**src/rtl/sobel_pkg.sv**
```systemverilog
// Shared definitions for the sobel output stage.
// Holds the writer FSM encodings, the default lane geometry and the frame-size helpers.
package sobel_pkg;

  typedef enum logic [2:0] {
    ST_IDLE,
    ST_RUN,
    ST_FLUSH,
    ST_DRAIN,
    ST_DONE
  } state_t;

  localparam int SOBEL_DWIDTH   = 8;
  localparam int WORD_WIDTH_DEF = 32;
  localparam int PACK           = WORD_WIDTH_DEF / SOBEL_DWIDTH;
  localparam int LANE_W         = (PACK > 1) ? $clog2(PACK) : 1;

  function automatic logic [31:0] total_pixels(input int width, input int height);
    return 32'(width * height);
  endfunction

  function automatic int lane_bits(input int lanes);
    return (lanes > 1) ? $clog2(lanes) : 1;
  endfunction

endpackage

```
**src/rtl/pixel_word_packer.sv**
```systemverilog
// Packs pixels little-endian into words and holds each finished word until the word FIFO accepts it.
// A flush pads the unused upper lanes of a partial word and releases it as a normal word.
module pixel_word_packer
  import sobel_pkg::*;
#(
  parameter int                   DWIDTH_IN  = SOBEL_DWIDTH,
  parameter int                   WORD_WIDTH = WORD_WIDTH_DEF,
  parameter int                   LANES      = PACK,
  parameter int                   LANE_BITS  = LANE_W,
  parameter logic [DWIDTH_IN-1:0] PAD_VALUE  = '0
) (
  input  logic                  clock,
  input  logic                  reset,
  input  logic                  clear,
  input  logic                  pop,
  input  logic                  flush,
  input  logic                  out_full,
  input  logic [DWIDTH_IN-1:0]  pixel,
  output logic                  partial,
  output logic                  word_valid,
  output logic                  wr_en,
  output logic [WORD_WIDTH-1:0] word
);

  localparam logic [LANE_BITS-1:0] LAST_LANE = LANE_BITS'(LANES - 1);

  logic [LANE_BITS-1:0]  lane_q, lane_d;
  logic [WORD_WIDTH-1:0] acc_q, acc_d;
  logic [WORD_WIDTH-1:0] word_q, word_d;
  logic                  valid_q, valid_d;
  logic [WORD_WIDTH-1:0] merged;

  assign wr_en      = valid_q & ~out_full;
  assign word_valid = valid_q;
  assign word       = word_q;
  assign partial    = (lane_q != '0);

  // A word completing on the same cycle as a write keeps valid set, so back-to-back words never stall.
  always_comb begin
    merged  = acc_q;
    lane_d  = lane_q;
    acc_d   = acc_q;
    word_d  = word_q;
    valid_d = valid_q;
    for (int i = 0; i < LANES; i++) begin
      if (lane_q == LANE_BITS'(i)) merged[i*DWIDTH_IN +: DWIDTH_IN] = pixel;
    end
    if (wr_en) valid_d = 1'b0;
    if (clear) begin
      lane_d  = '0;
      acc_d   = '0;
      valid_d = 1'b0;
    end else if (pop) begin
      if (lane_q == LAST_LANE) begin
        word_d  = merged;
        valid_d = 1'b1;
        lane_d  = '0;
        acc_d   = '0;
      end else begin
        acc_d  = merged;
        lane_d = lane_q + LANE_BITS'(1);
      end
    end else if (flush) begin
      word_d = acc_q;
      for (int i = 0; i < LANES; i++) begin
        if (i >= int'(lane_q)) word_d[i*DWIDTH_IN +: DWIDTH_IN] = PAD_VALUE;
      end
      valid_d = 1'b1;
      lane_d  = '0;
      acc_d   = '0;
    end
  end

  always_ff @(posedge clock) begin
    if (reset) begin
      lane_q  <= '0;
      acc_q   <= '0;
      word_q  <= '0;
      valid_q <= 1'b0;
    end else begin
      lane_q  <= lane_d;
      acc_q   <= acc_d;
      word_q  <= word_d;
      valid_q <= valid_d;
    end
  end

endmodule

```
**src/rtl/sobel_frame_writer.sv**
```systemverilog
// Drains the sobel pixel FIFO for exactly one frame per start pulse and pushes packed words downstream.
// The FSM and pixel counter live here; lane packing and word hand-off live in pixel_word_packer.
module sobel_frame_writer
  import sobel_pkg::*;
#(
  parameter int                   IMG_WIDTH  = 720,
  parameter int                   IMG_HEIGHT = 540,
  parameter int                   DWIDTH_IN  = SOBEL_DWIDTH,
  parameter int                   WORD_WIDTH = WORD_WIDTH_DEF,
  parameter logic [DWIDTH_IN-1:0] PAD_VALUE  = '0
) (
  input  logic                  clock,
  input  logic                  reset,
  input  logic                  start,
  output logic                  fifo_in_rd_en,
  input  logic [DWIDTH_IN-1:0]  fifo_in_dout,
  input  logic                  fifo_in_empty,
  output logic                  fifo_out_wr_en,
  output logic [WORD_WIDTH-1:0] fifo_out_din,
  input  logic                  fifo_out_full,
  output logic                  busy,
  output logic                  done,
  output logic [31:0]           pixel_count
);

  localparam int          LANES     = WORD_WIDTH / DWIDTH_IN;
  localparam int          LANE_BITS = lane_bits(LANES);
  localparam logic [31:0] TOTAL     = total_pixels(IMG_WIDTH, IMG_HEIGHT);

  state_t      state_q, state_d;
  logic        busy_q, busy_d;
  logic        done_q, done_d;
  logic [31:0] count_q, count_d;
  logic        word_valid;
  logic        partial;
  logic        accept;
  logic        flush;

  assign accept = (state_q == ST_IDLE) & start;

  // A pop is allowed only when the word slot is free or is being emptied this very cycle.
  assign fifo_in_rd_en = (state_q == ST_RUN) & ~fifo_in_empty & (count_q < TOTAL)
                         & (~word_valid | fifo_out_wr_en);
  assign flush = (state_q == ST_FLUSH) & (~word_valid | fifo_out_wr_en);

  pixel_word_packer #(
    .DWIDTH_IN (DWIDTH_IN),
    .WORD_WIDTH(WORD_WIDTH),
    .LANES     (LANES),
    .LANE_BITS (LANE_BITS),
    .PAD_VALUE (PAD_VALUE)
  ) u_packer (
    .clock     (clock),
    .reset     (reset),
    .clear     (accept),
    .pop       (fifo_in_rd_en),
    .flush     (flush),
    .out_full  (fifo_out_full),
    .pixel     (fifo_in_dout),
    .partial   (partial),
    .word_valid(word_valid),
    .wr_en     (fifo_out_wr_en),
    .word      (fifo_out_din)
  );

  always_comb begin
    state_d = state_q;
    busy_d  = busy_q;
    done_d  = 1'b0;
    count_d = count_q;
    unique case (state_q)
      ST_IDLE: begin
        if (start) begin
          state_d = ST_RUN;
          busy_d  = 1'b1;
          count_d = '0;
        end
      end
      ST_RUN: begin
        if (fifo_in_rd_en) count_d = count_q + 32'd1;
        if (count_q == TOTAL) state_d = partial ? ST_FLUSH : ST_DRAIN;
      end
      ST_FLUSH: begin
        if (flush) state_d = ST_DRAIN;
      end
      ST_DRAIN: begin
        if (!word_valid) begin
          state_d = ST_DONE;
          done_d  = 1'b1;
          busy_d  = 1'b0;
        end
      end
      ST_DONE: state_d = ST_IDLE;
      default: state_d = ST_IDLE;
    endcase
  end

  always_ff @(posedge clock) begin
    if (reset) begin
      state_q <= ST_IDLE;
      busy_q  <= 1'b0;
      done_q  <= 1'b0;
      count_q <= '0;
    end else begin
      state_q <= state_d;
      busy_q  <= busy_d;
      done_q  <= done_d;
      count_q <= count_d;
    end
  end

  assign busy        = busy_q;
  assign done        = done_q;
  assign pixel_count = count_q;

endmodule

```
**config.mk**
```make
export PLATFORM = sky130hd
export DESIGN_NAME = sobel_frame_writer
export DESIGN_NICKNAME = d
export VERILOG_FILES = /design/src/rtl/sobel_pkg.sv /design/src/rtl/pixel_word_packer.sv /design/src/rtl/sobel_frame_writer.sv
export SDC_FILE = /design/constraint.sdc
export NUM_CORES = 1
export LEC_CHECK = 0
export ABC_AREA = 1
export ABC_CLOCK_PERIOD_IN_PS = 2610
export CORE_MARGIN = 4
export CORE_UTILIZATION = 58
export DETAILED_ROUTE_END_ITERATION = 12
export PLACE_DENSITY = 0.85
export SETUP_SLACK_MARGIN = 0.3
export SYNTH_ARGS = -nofsm -noshare
export SYNTH_HDL_FRONTEND = slang
export SYNTH_SLANG_ARGS = --single-unit
```
**constraint.sdc**
```tcl
create_clock -name clock -period 2.61 [get_ports clock]
set_clock_uncertainty 0.05 [all_clocks]
set_input_delay 0.261 -clock clock [delete_from_list [all_inputs] [get_ports clock]]
set_output_delay 0.261 -clock clock [all_outputs]
set_load 0.005 [all_outputs]
```
==> flow_metrics.tcl <==
set metrics [dict create \
    rsz0062_at_grt "no" \
    clock.fmax_mhz 443 \
    insertion_delay_ns 0.37 \
    tns_ns 0 \
    async_reset_ff_share_pct 0 \
    tightestPinTransition_ns 0.623 \
    finalMaxSlewViolations 0 \
    numCtsBuffers 9 \
    yosysWarnings 0 \
    hold_buffers 0 \
    grt_pass1_vias 4757 \
    ys_seq_area_share_pct 39.8 \
    p_leak_uw 0.00269 \
    final_common_cell "nand2_1" \
    setup_viol 0 \
    r2r_cells 10 \
    cp_slowest_stage_delay_ns 0.47 \
    hold_path.class "reg -> reg" \
    final_cell_mix "215 x nand2_1, 116 x nor2_1, 96 x dfxtp_1" \
    crit_buf_inv 2 \
    synth.avg_cell_area_um2 6.82 \
    nets 860 \
    fin_crit_ns 2.26 \
    cts_tree "built" \
    pin_count 81 \
    finalCritPeriodShare_pct 86.5 \
    cp_max_fo 6 \
    path_delay_family "simple AND/OR/NAND/NOR gates" \
    synth_fa_ha_area_share_pct 1.68 \
    numClockSinks 104 \
    power_density_nw_per_um2 678 \
    yosys.area_share.xor_xnor_pct 0.503 \
    yosysUniqueCellTypes 36 \
    hold_path_depth 2 \
    die_area_um2 10600 \
    setup.worst_path.class "reg -> out" \
    required_ns 2.30 \
    first_iter_violations 307 \
    synth.top_cells.by_area "dfxtp_1 40%, nand2_1 16%, nor2_1 8.7%, nand3_1 7.3%, inv_1 4.6%" \
    via_count 5156 \
    cpMostUsedCell "nand2_1" \
    overflow 0 \
    synth_edf_count 0 \
    wl_per_cell_um 14.1 \
    antenna_found_initial 0 \
    track_usage_pct 25.1 \
    post-dp-hpwl_um 9050 \
    ys.flop_type "dfxtp_1" \
    ir_worst_vdd_mv 0.417 \
    syn_nets 787 \
    cpMaxStageDelayCell "dfxtp_1" \
    synth-compound-area-share_pct 6.10 \
    worst_setup_path_start_kind "flip-flop" \
    drc_errors 0 \
    syn_inst 767 \
    grt_pass1_wl_um 21500 \
    whs_ns 0.409 \
    yosys.area_share.simple_pct 39.2 \
    core_region_area_um2 8760 \
    die_x_um 103 \
    endpoint_kind "primary output" \
    arrival_ns 1.95 \
    cts_htree_levels 3 \
    crit_cells 8 \
    via_per_inst 5.41 \
    cap_violations 0 \
    synth_top_area_share_pct 39.8 \
    gp_congestion 0.934 \
    dieHeight_um 103 \
    cts-root-buf "clkbuf_8" \
    slew_headroom_pct 58.3 \
    finalHoldViolCount 0 \
    path_cells "nand2_1 > nor2_2 > nand3_1 > nand2_1 > nand2_4 > nand2_1 > inv_2 > clkdlybuf4s50_1" \
    ant_nets 0 \
    diodes 0 \
    yosys_register_bits 104 \
    clk_pin_slew_ns 0.12 \
    port_buffers 80 \
    synth_area_um2 5230 \
    cts_buffer_depth 2 \
    synth_top_area_cell "dfxtp_1" \
    routed_wl_um 13500 \
    status "finished clean" \
    syn_to_final_growth_pct 21.6 \
    fp-row-count 34 \
    layout-drive-gt1-share_pct 11.0 \
    dr.pass1.iters 6 \
    synth.area.mux_share_pct 3.45 \
    initial_core_util_pct 59.7 \
    grt_max_degree 37 \
    synth_top_family_by_area "simple AND/OR/NAND/NOR gates" \
]
==> state kept, by name, indices dropped and copies added, names as in the netlist <==
register / flops
pixel_count: 32
u_packer.acc_q: 32
u_packer.word: 32
state_q: 3
u_packer.lane_q: 2
busy: 1
done: 1
u_packer.word_valid: 1
==> final timing paths <==
path | startpoint | to | slack, ns
max | pixel_count[14] | fifo_in_rd_en | 0.35
min | u_packer.acc_q[26] | u_packer.acc_q[26] | 0.41
max reg2reg | pixel_count[14] | u_packer.lane_q[0] | 0.37
min reg2reg | u_packer.acc_q[26] | u_packer.acc_q[26] | 0.41
==> cell type report <==
type,instances,area (µm²)
sequential,104,2090
clock inverter,5,46.3
timing repair buffer,96,921
fill,688,2410
tap,108,135
multi-input combinational,556,2730
clock buffer,11,151
inverter,73,284
==> worst register-to-register path, stage by stage, from the launching register on <==
cell and delay [ns]:
dfxtp_1 0.47, nand2_1 0.13, nor2_2 0.14, nand3_1 0.08, nand2_1 0.12, nand2_4 0.07
buf_4 0.20, nand3_4 0.20, clkinv_1 0.32, o21ai_0 0.29, nor2_1 0.06
==> logic make-up after synthesis <==
| family | count (synthesis) |
|---|---|
| XOR/XNOR | 3 |
| buffers and inverters | 108 |
| AO/OA/AOI/OAI | 59 |
| AND/OR/NAND/NOR | 470 |
| adder cells (fa/ha/maj) | 7 |
| flip-flops | 104 |
| multiplexers | 16 |
==> repair_timing <==
item	in CTS	in global routing
endpoints found under the setup margin	1	62
pin swaps	1	4
gates cloned	0	1
gates resized for setup	3	22
setup buffers	1	5
==> report_power, final <==
group | total [µW] | leakage, µW | internal, µW | switching, µW
combinational | 1430 | 0.00174 | 600 | 826
sequential | 1870 | 0.000848 | 1760 | 112
clock | 1020 | 0.000102 | 418 | 599
total | 4310 | 0.00269 | 2770 | 1540
==> cell usage after synthesis (8+ instances only) <==
cell / number
a21oi_1: 47
buf_2: 9
clkbuf_1: 11
dfxtp_1: 104
inv_1: 64
mux2_2: 16
nand2_1: 216
nand3_1: 76
nor2_1: 121
nor2_2: 13
nor3_1: 18
o21bai_1: 8
==> routing by layer <==
metal	wire length, µm	GRT usage (%)
met5	0	0
met4	258	9.86
met3	931	2.91
met2	6660	42.7
met1	5620	32.4
==> per-stage QoR <==
| step | setup slack [ns] | util, % | area [µm²] | instances | total power (µW) |
|---|---|---|---|---|---|
| 3_5_place_dp | 0.311 | 68.8 | 6030 | 930 | 3230 |
| 6_report | 0.353 | 72.5 | 6360 | 953 | 4310 |
| 4_1_cts | 0.301 | 71.3 | 6250 | 947 | 4220 |
| 5_1_grt | 0.284 | 72.5 | 6360 | 953 | 4540 |
| 2_1_floorplan | 0.887 | - | 5230 | 767 | 2790 |
| 3_3_place_gp | 0.369 | 68.8 | 6030 | 930 | 3180 |
Note: power is estimated with default switching activity, not from simulation.
